==> src/rtl/fruit_scheduler.sv <==
// Falling-object sequencer for the catch game. On each frame tick it sweeps
// all object slots, one slot per cycle, through a single shared update path:
// it advances y, detects catches against the farmer lane, retires misses and
// spawns new objects from a lane LFSR.
// Optional build macro: SPEEDUP_EN (step grows with score_pos, capped at 2*STEP).
module fruit_scheduler #(
  parameter int unsigned N_OBJ     = 4,
  parameter int unsigned STEP      = 4,
  parameter int unsigned SPAWN_GAP = 16,
  parameter int unsigned CATCH_Y   = 320,
  parameter int unsigned Y_MAX     = 480,
  parameter logic [7:0]  LFSR_SEED = 8'hA5
) (
  input  logic                  clk,
  input  logic                  rst,
  input  logic                  enable,
  input  logic                  clear,
  input  logic                  tick,
  input  logic [2:0]            farmer_x,
  output logic [3*N_OBJ-1:0]    obj_x,
  output logic [10*N_OBJ-1:0]   obj_y,
  output logic [N_OBJ-1:0]      obj_active,
  output logic [5:0]            score_pos,
  output logic [5:0]            score_neg,
  output logic                  catch_pulse,
  output logic                  miss_pulse,
  output logic                  busy
);

  localparam int unsigned IdxW = (N_OBJ > 1) ? $clog2(N_OBJ) : 1;
  localparam int unsigned CdW  = $clog2(SPAWN_GAP + 1);
  localparam logic [IdxW-1:0] LastIdx = IdxW'(N_OBJ - 1);

  typedef enum logic [0:0] {StIdle, StSweep} state_e;

  state_e          state_q, state_d;
  logic [IdxW-1:0] idx_q, idx_d;
  logic            pending_q, pending_d;
  logic [CdW-1:0]  cd_q, cd_d, cd_eff;
  logic [7:0]      lfsr_q, lfsr_d;
  logic [2:0]      x_q [N_OBJ];
  logic [2:0]      x_d [N_OBJ];
  logic [9:0]      y_q [N_OBJ];
  logic [9:0]      y_d [N_OBJ];
  logic [N_OBJ-1:0] act_q, act_d;
  logic [5:0]      pos_q, pos_d, neg_q, neg_d;
  logic            catch_q, catch_d, miss_q, miss_d;
  logic [10:0]     step;
  logic [10:0]     y_new;

`ifdef SPEEDUP_EN
  // Step grows by one pixel per eight fruits caught, capped at twice the base step.
  always_comb begin
    step = 11'(STEP) + 11'(pos_q >> 3);
    if (step > 11'(2 * STEP)) step = 11'(2 * STEP);
  end
`else
  assign step = 11'(STEP);
`endif

  // 11-bit sum so an object near the bottom never wraps back to the top.
  assign y_new = {1'b0, y_q[idx_q]} + step;

  // Next-state: FSM sequencing plus the shared per-slot update datapath.
  always_comb begin
    state_d   = state_q;
    idx_d     = idx_q;
    pending_d = pending_q;
    cd_d      = cd_q;
    lfsr_d    = lfsr_q;
    x_d       = x_q;
    y_d       = y_q;
    act_d     = act_q;
    pos_d     = pos_q;
    neg_d     = neg_q;
    catch_d   = 1'b0;
    miss_d    = 1'b0;
    // Cooldown ticks down once per sweep, ahead of slot 0's evaluation.
    cd_eff = (idx_q == '0 && cd_q != '0) ? cd_q - CdW'(1) : cd_q;

    unique case (state_q)
      StIdle: begin
        if (enable && tick) begin
          state_d = StSweep;
          idx_d   = '0;
        end
      end
      StSweep: begin
        if (!enable) begin
          // Abandon the partial sweep; slot state stays frozen.
          state_d   = StIdle;
          pending_d = 1'b0;
        end else begin
          cd_d = cd_eff;
          if (tick) pending_d = 1'b1;

          if (act_q[idx_q]) begin
            if (y_new >= 11'(Y_MAX)) begin
              act_d[idx_q] = 1'b0;
              miss_d       = 1'b1;
            end else if (y_new >= 11'(CATCH_Y) && x_q[idx_q] == farmer_x) begin
              act_d[idx_q] = 1'b0;
              y_d[idx_q]   = y_new[9:0];
              catch_d      = 1'b1;
              if (idx_q == '0) begin
                neg_d = (neg_q == 6'd63) ? neg_q : neg_q + 6'd1;
              end else begin
                pos_d = (pos_q == 6'd63) ? pos_q : pos_q + 6'd1;
              end
            end else begin
              y_d[idx_q] = y_new[9:0];
            end
          end else if (cd_eff == '0) begin
            // Reloading the cooldown limits spawning to one slot per sweep.
            x_d[idx_q]   = lfsr_q[2:0];
            y_d[idx_q]   = '0;
            act_d[idx_q] = 1'b1;
            cd_d         = CdW'(SPAWN_GAP);
            lfsr_d       = {lfsr_q[6:0], lfsr_q[7] ^ lfsr_q[5] ^ lfsr_q[4] ^ lfsr_q[3]};
          end

          if (idx_q == LastIdx) begin
            if (pending_q || tick) begin
              idx_d     = '0;
              pending_d = 1'b0;
            end else begin
              state_d = StIdle;
            end
          end else begin
            idx_d = idx_q + IdxW'(1);
          end
        end
      end
      default: state_d = StIdle;
    endcase
  end

  // State registers; clear behaves exactly like reset and swallows a same-cycle tick.
  always_ff @(posedge clk) begin
    if (rst || clear) begin
      state_q   <= StIdle;
      idx_q     <= '0;
      pending_q <= 1'b0;
      cd_q      <= '0;
      lfsr_q    <= LFSR_SEED;
      for (int i = 0; i < int'(N_OBJ); i++) begin
        x_q[i] <= '0;
        y_q[i] <= '0;
      end
      act_q     <= '0;
      pos_q     <= '0;
      neg_q     <= '0;
      catch_q   <= 1'b0;
      miss_q    <= 1'b0;
    end else begin
      state_q   <= state_d;
      idx_q     <= idx_d;
      pending_q <= pending_d;
      cd_q      <= cd_d;
      lfsr_q    <= lfsr_d;
      x_q       <= x_d;
      y_q       <= y_d;
      act_q     <= act_d;
      pos_q     <= pos_d;
      neg_q     <= neg_d;
      catch_q   <= catch_d;
      miss_q    <= miss_d;
    end
  end

  // Pack per-slot registers onto the flat output buses.
  always_comb begin
    obj_x = '0;
    obj_y = '0;
    for (int i = 0; i < int'(N_OBJ); i++) begin
      obj_x[3*i +: 3]  = x_q[i];
      obj_y[10*i +: 10] = y_q[i];
    end
  end

  assign obj_active  = act_q;
  assign score_pos   = pos_q;
  assign score_neg   = neg_q;
  assign catch_pulse = catch_q;
  assign miss_pulse  = miss_q;
  assign busy        = (state_q == StSweep);

endmodule
==> config.mk <==
export PLATFORM = sky130hd
export DESIGN_NAME = fruit_scheduler
export DESIGN_NICKNAME = d
export VERILOG_FILES = /design/src/rtl/fruit_scheduler.sv
export SDC_FILE = /design/constraint.sdc
export NUM_CORES = 1
export LEC_CHECK = 0
export BUFFER_PORTS_ARGS = -buffer_cell sky130_fd_sc_hd__buf_2
export CORE_MARGIN = 5
export CORE_UTILIZATION = 36
export CTS_BUF_LIST = sky130_fd_sc_hd__clkbuf_4 sky130_fd_sc_hd__clkbuf_8
export DETAILED_ROUTE_END_ITERATION = 10
export GPL_TIMING_DRIVEN = 0
export REMOVE_ABC_BUFFERS = 1
export SYNTH_ARGS = -nofsm -noshare
export SYNTH_HDL_FRONTEND = slang
export SYNTH_SLANG_ARGS = --single-unit
==> constraint.sdc <==
create_clock -name clk -period 3.2 [get_ports clk]
set_clock_uncertainty 0.05 [all_clocks]
set_input_delay 0.16 -clock clk [delete_from_list [all_inputs] [get_ports clk]]
set_output_delay 0.16 -clock clk [all_outputs]
set_load 0.01 [all_outputs]
==> reports/results.ini <==
[status]
status=completed

[logic_synthesis]
synth-edff-count=0
ys_ff_latch=87
ys_types=60
syn-cell-area_um2=4280
synth_area_per_cell_um2=9.43
seq_area_frac_synth_pct=40.7
ys_async_sr_fraction_pct=0
yosysWarnings=0
ys.flop_type=dfxtp_1
synth_cells=454

[grt]
grt_antenna_before_repair=0
first_global_vias=3731
grt_pass1_wl_mm=19.9
grtUsageTotal_pct=17.4
grt_overflow=0
grt_max_degree=45

[sta]
layout_min_cycle_time_ns=3.10
maxSlewViolCount=0
finalHoldViolations=0
fin_hold_ws_ns=0.0228
fmax_mhz=322
setup_tns_ns=0
fin_crit_sh_pct=97.0
slew-limit-headroom_pct=34.9
setup_violations=0
worst_slew_pin_slew_ns=0.977
rsz0062_at_grt=yes

[power]
internal_power_w=0.00149
vdd.ir_drop.worst_mv=0.210
power_density_nw_per_um2=373
p_total_w=0.00195
pwr-share-comb_pct=3.0
p_clk_share_pct=41.4
leakage_nw=2.13
swShare_pct=23.9
power_frac_seq_pct=55.5
p_switching_w=0.000466

[cells_and_area]
mostFrequentLayoutCells=dfxtp_1 (85), buf_2 (78), nand2_1 (51), nor2_1 (37), a21oi_1 (25)
fillers=1116
area_growth_pct=22.2
nets=561
drive_gt1_share_pct=30.1
ff_latch_area_um2=1750
final_core_util_pct=45.4
layout_commonest_cell=dfxtp_1
n_antenna_cell=0
multiInputGateArea_um2=2490

[critical_path]
critPathMaxFanout=14
critPathArrivalTime_ns=3.35
crit_required_ns=3.45
startpoint_type=register
critPathKind=reg -> reg
end_kind=register

[place]
dp.final_hpwl_mm=8.42
portBuffers=78
place_congestion=0.881

[routing]
drtAntennaViolNets=0
vias_per_cell=5.55
wl_mm=12.2
wl_per_cell_um=17.7
drt_pass1_iterations=4
drtIter0Drc=356
vias=3833
drc=0

[floorplan]
initial_utilization_pct=37.2
dieArea_um2=14200
die_h_um=119
core_um2=11500
rows=39
chipWidth_um=119
io_pins=79

[cts]
cts_tree=built
clockBufferDepth=2
cts_root_buf=clkbuf_8
cts_max_level=3
clkLatencyLatePin_ns=0.37
clock_sinks=87
numCtsBuffers=9
clkTransAtPathRegs_ns=0.09

[hold_path]
holdCritPathClass=in -> reg

[flow_run]
cap_violations=0

[cells by family after synthesis]
kind of cell / share of synthesized area [%]
compound gates: 18.4
xor+xnor: 2.66
buf+inv: 3.48
fa+ha+maj: 2.92
mux: 12.3
flops: 40.7
simple gates: 19.6
[flip-flops by register name (all words and copies together) (netlist names), named ones only]
signal	flops
obj_x	12
cd_q	5
lfsr_q	8
obj_y	40
catch_pulse	1
busy	1
score_pos	6
score_neg	6
idx_q	2
pending_q	1
miss_pulse	1
[worst max-delay path, cell delays in order, from the launching register on]
cell,delay (ns)
dfxtp_1,0.37
inv_1,0.14
ha_1,0.21
or4b_1,0.53
a2111o_1,0.45
nand3_1,0.16
nand4_1,0.27
buf_4,0.30
nor2_2,0.25
o21ai_0,0.12
a31oi_1,0.19
[cells in the mapped netlist, types with 3 or more instances]
master     instances  area share (%)
o21ai_0           12             1.4
or2_2              3            0.44
a32oi_1            3            0.61
xnor2_1           12             2.5
nand3_1           19             2.2
clkbuf_1          11            0.96
nor3_1             7            0.82
nand4_1            7             1.0
a21oi_1           26             3.0
or3_1              5            0.73
o31ai_1            5            0.88
and2_1             9             1.3
a31oi_1            5            0.73
nor2_1            44             3.9
a22o_1            12             2.5
inv_1             13             1.1
nor2b_1            3            0.44
mux4_2            13             6.8
a31o_2             3            0.61
buf_2              5            0.58
nand2_1           52             4.6
ha_1              10             2.9
a32o_1             9             2.1
o2bb2ai_1          7             1.4
or4_1              5            0.88
and3_1             7             1.0
dfxtp_1           87              41
mux2i_1           21             4.9
[stage by stage]
step	setup slack (ns)	instances	instance area, µm²
floorplan	-0.802	434	4180
detailed placement	-2.29	655	4750
CTS	0.00753	681	5110
global route	-0.0444	691	5230
finish	0.0962	691	5230
global placement	-2.25	655	4750
[per-layer routing]
metal  share of wire [%]  GRT usage, %
met5                   0             0
met4                 1.3          5.50
met3                 6.1          4.36
met2                  50          28.9
met1                  42          22.2
[power by group through the flow]
stage                     Combinational [W]  Clock [W]  Sequential, W
after floorplan                   0.0000328          0        0.00111
after global placement            0.0000537          0        0.00111
after detailed placement          0.0000545          0        0.00111
after CTS                         0.0000585   0.000824        0.00108
after global routing              0.0000652   0.000873        0.00108
final                             0.0000590   0.000809        0.00108
[final cells by class]
cell class / count / area share, %
Clock inverter: 6 / 1.32
Multi-Input combinational cell: 334 / 47.7
Sequential cell: 87 / 33.4
Clock buffer: 10 / 2.63
Inverter: 13 / 1.00
Timing Repair Buffer: 98 / 10.5
Tap cell: 143 / 3.42
[final timing paths]
kind | slack [ns] | end | startpoint | cells after the start
max | 0.1 | register | cd_q[0]$_SDFFE_PN0P_ | 10
min | 0.02 | pending_q$_SDFFE_PN0P_ | tick | 3
max reg2reg | 0.1 | register | cd_q[0]$_SDFFE_PN0P_ | 10
min reg2reg | 0.43 | obj_x[2]$_SDFFE_PN0P_ | obj_x[2]$_SDFFE_PN0P_ | 2
[repair_timing]
item                                    in CTS  in global routing
resized for setup                           19                  9
setup buffers                               10                 10
pin swaps                                    4                  5
hold buffers                                 0                  0
endpoints found under the setup margin      81                 54
cloned                                       0                  0
No activity file was read; power rests on OpenSTA's default activity.
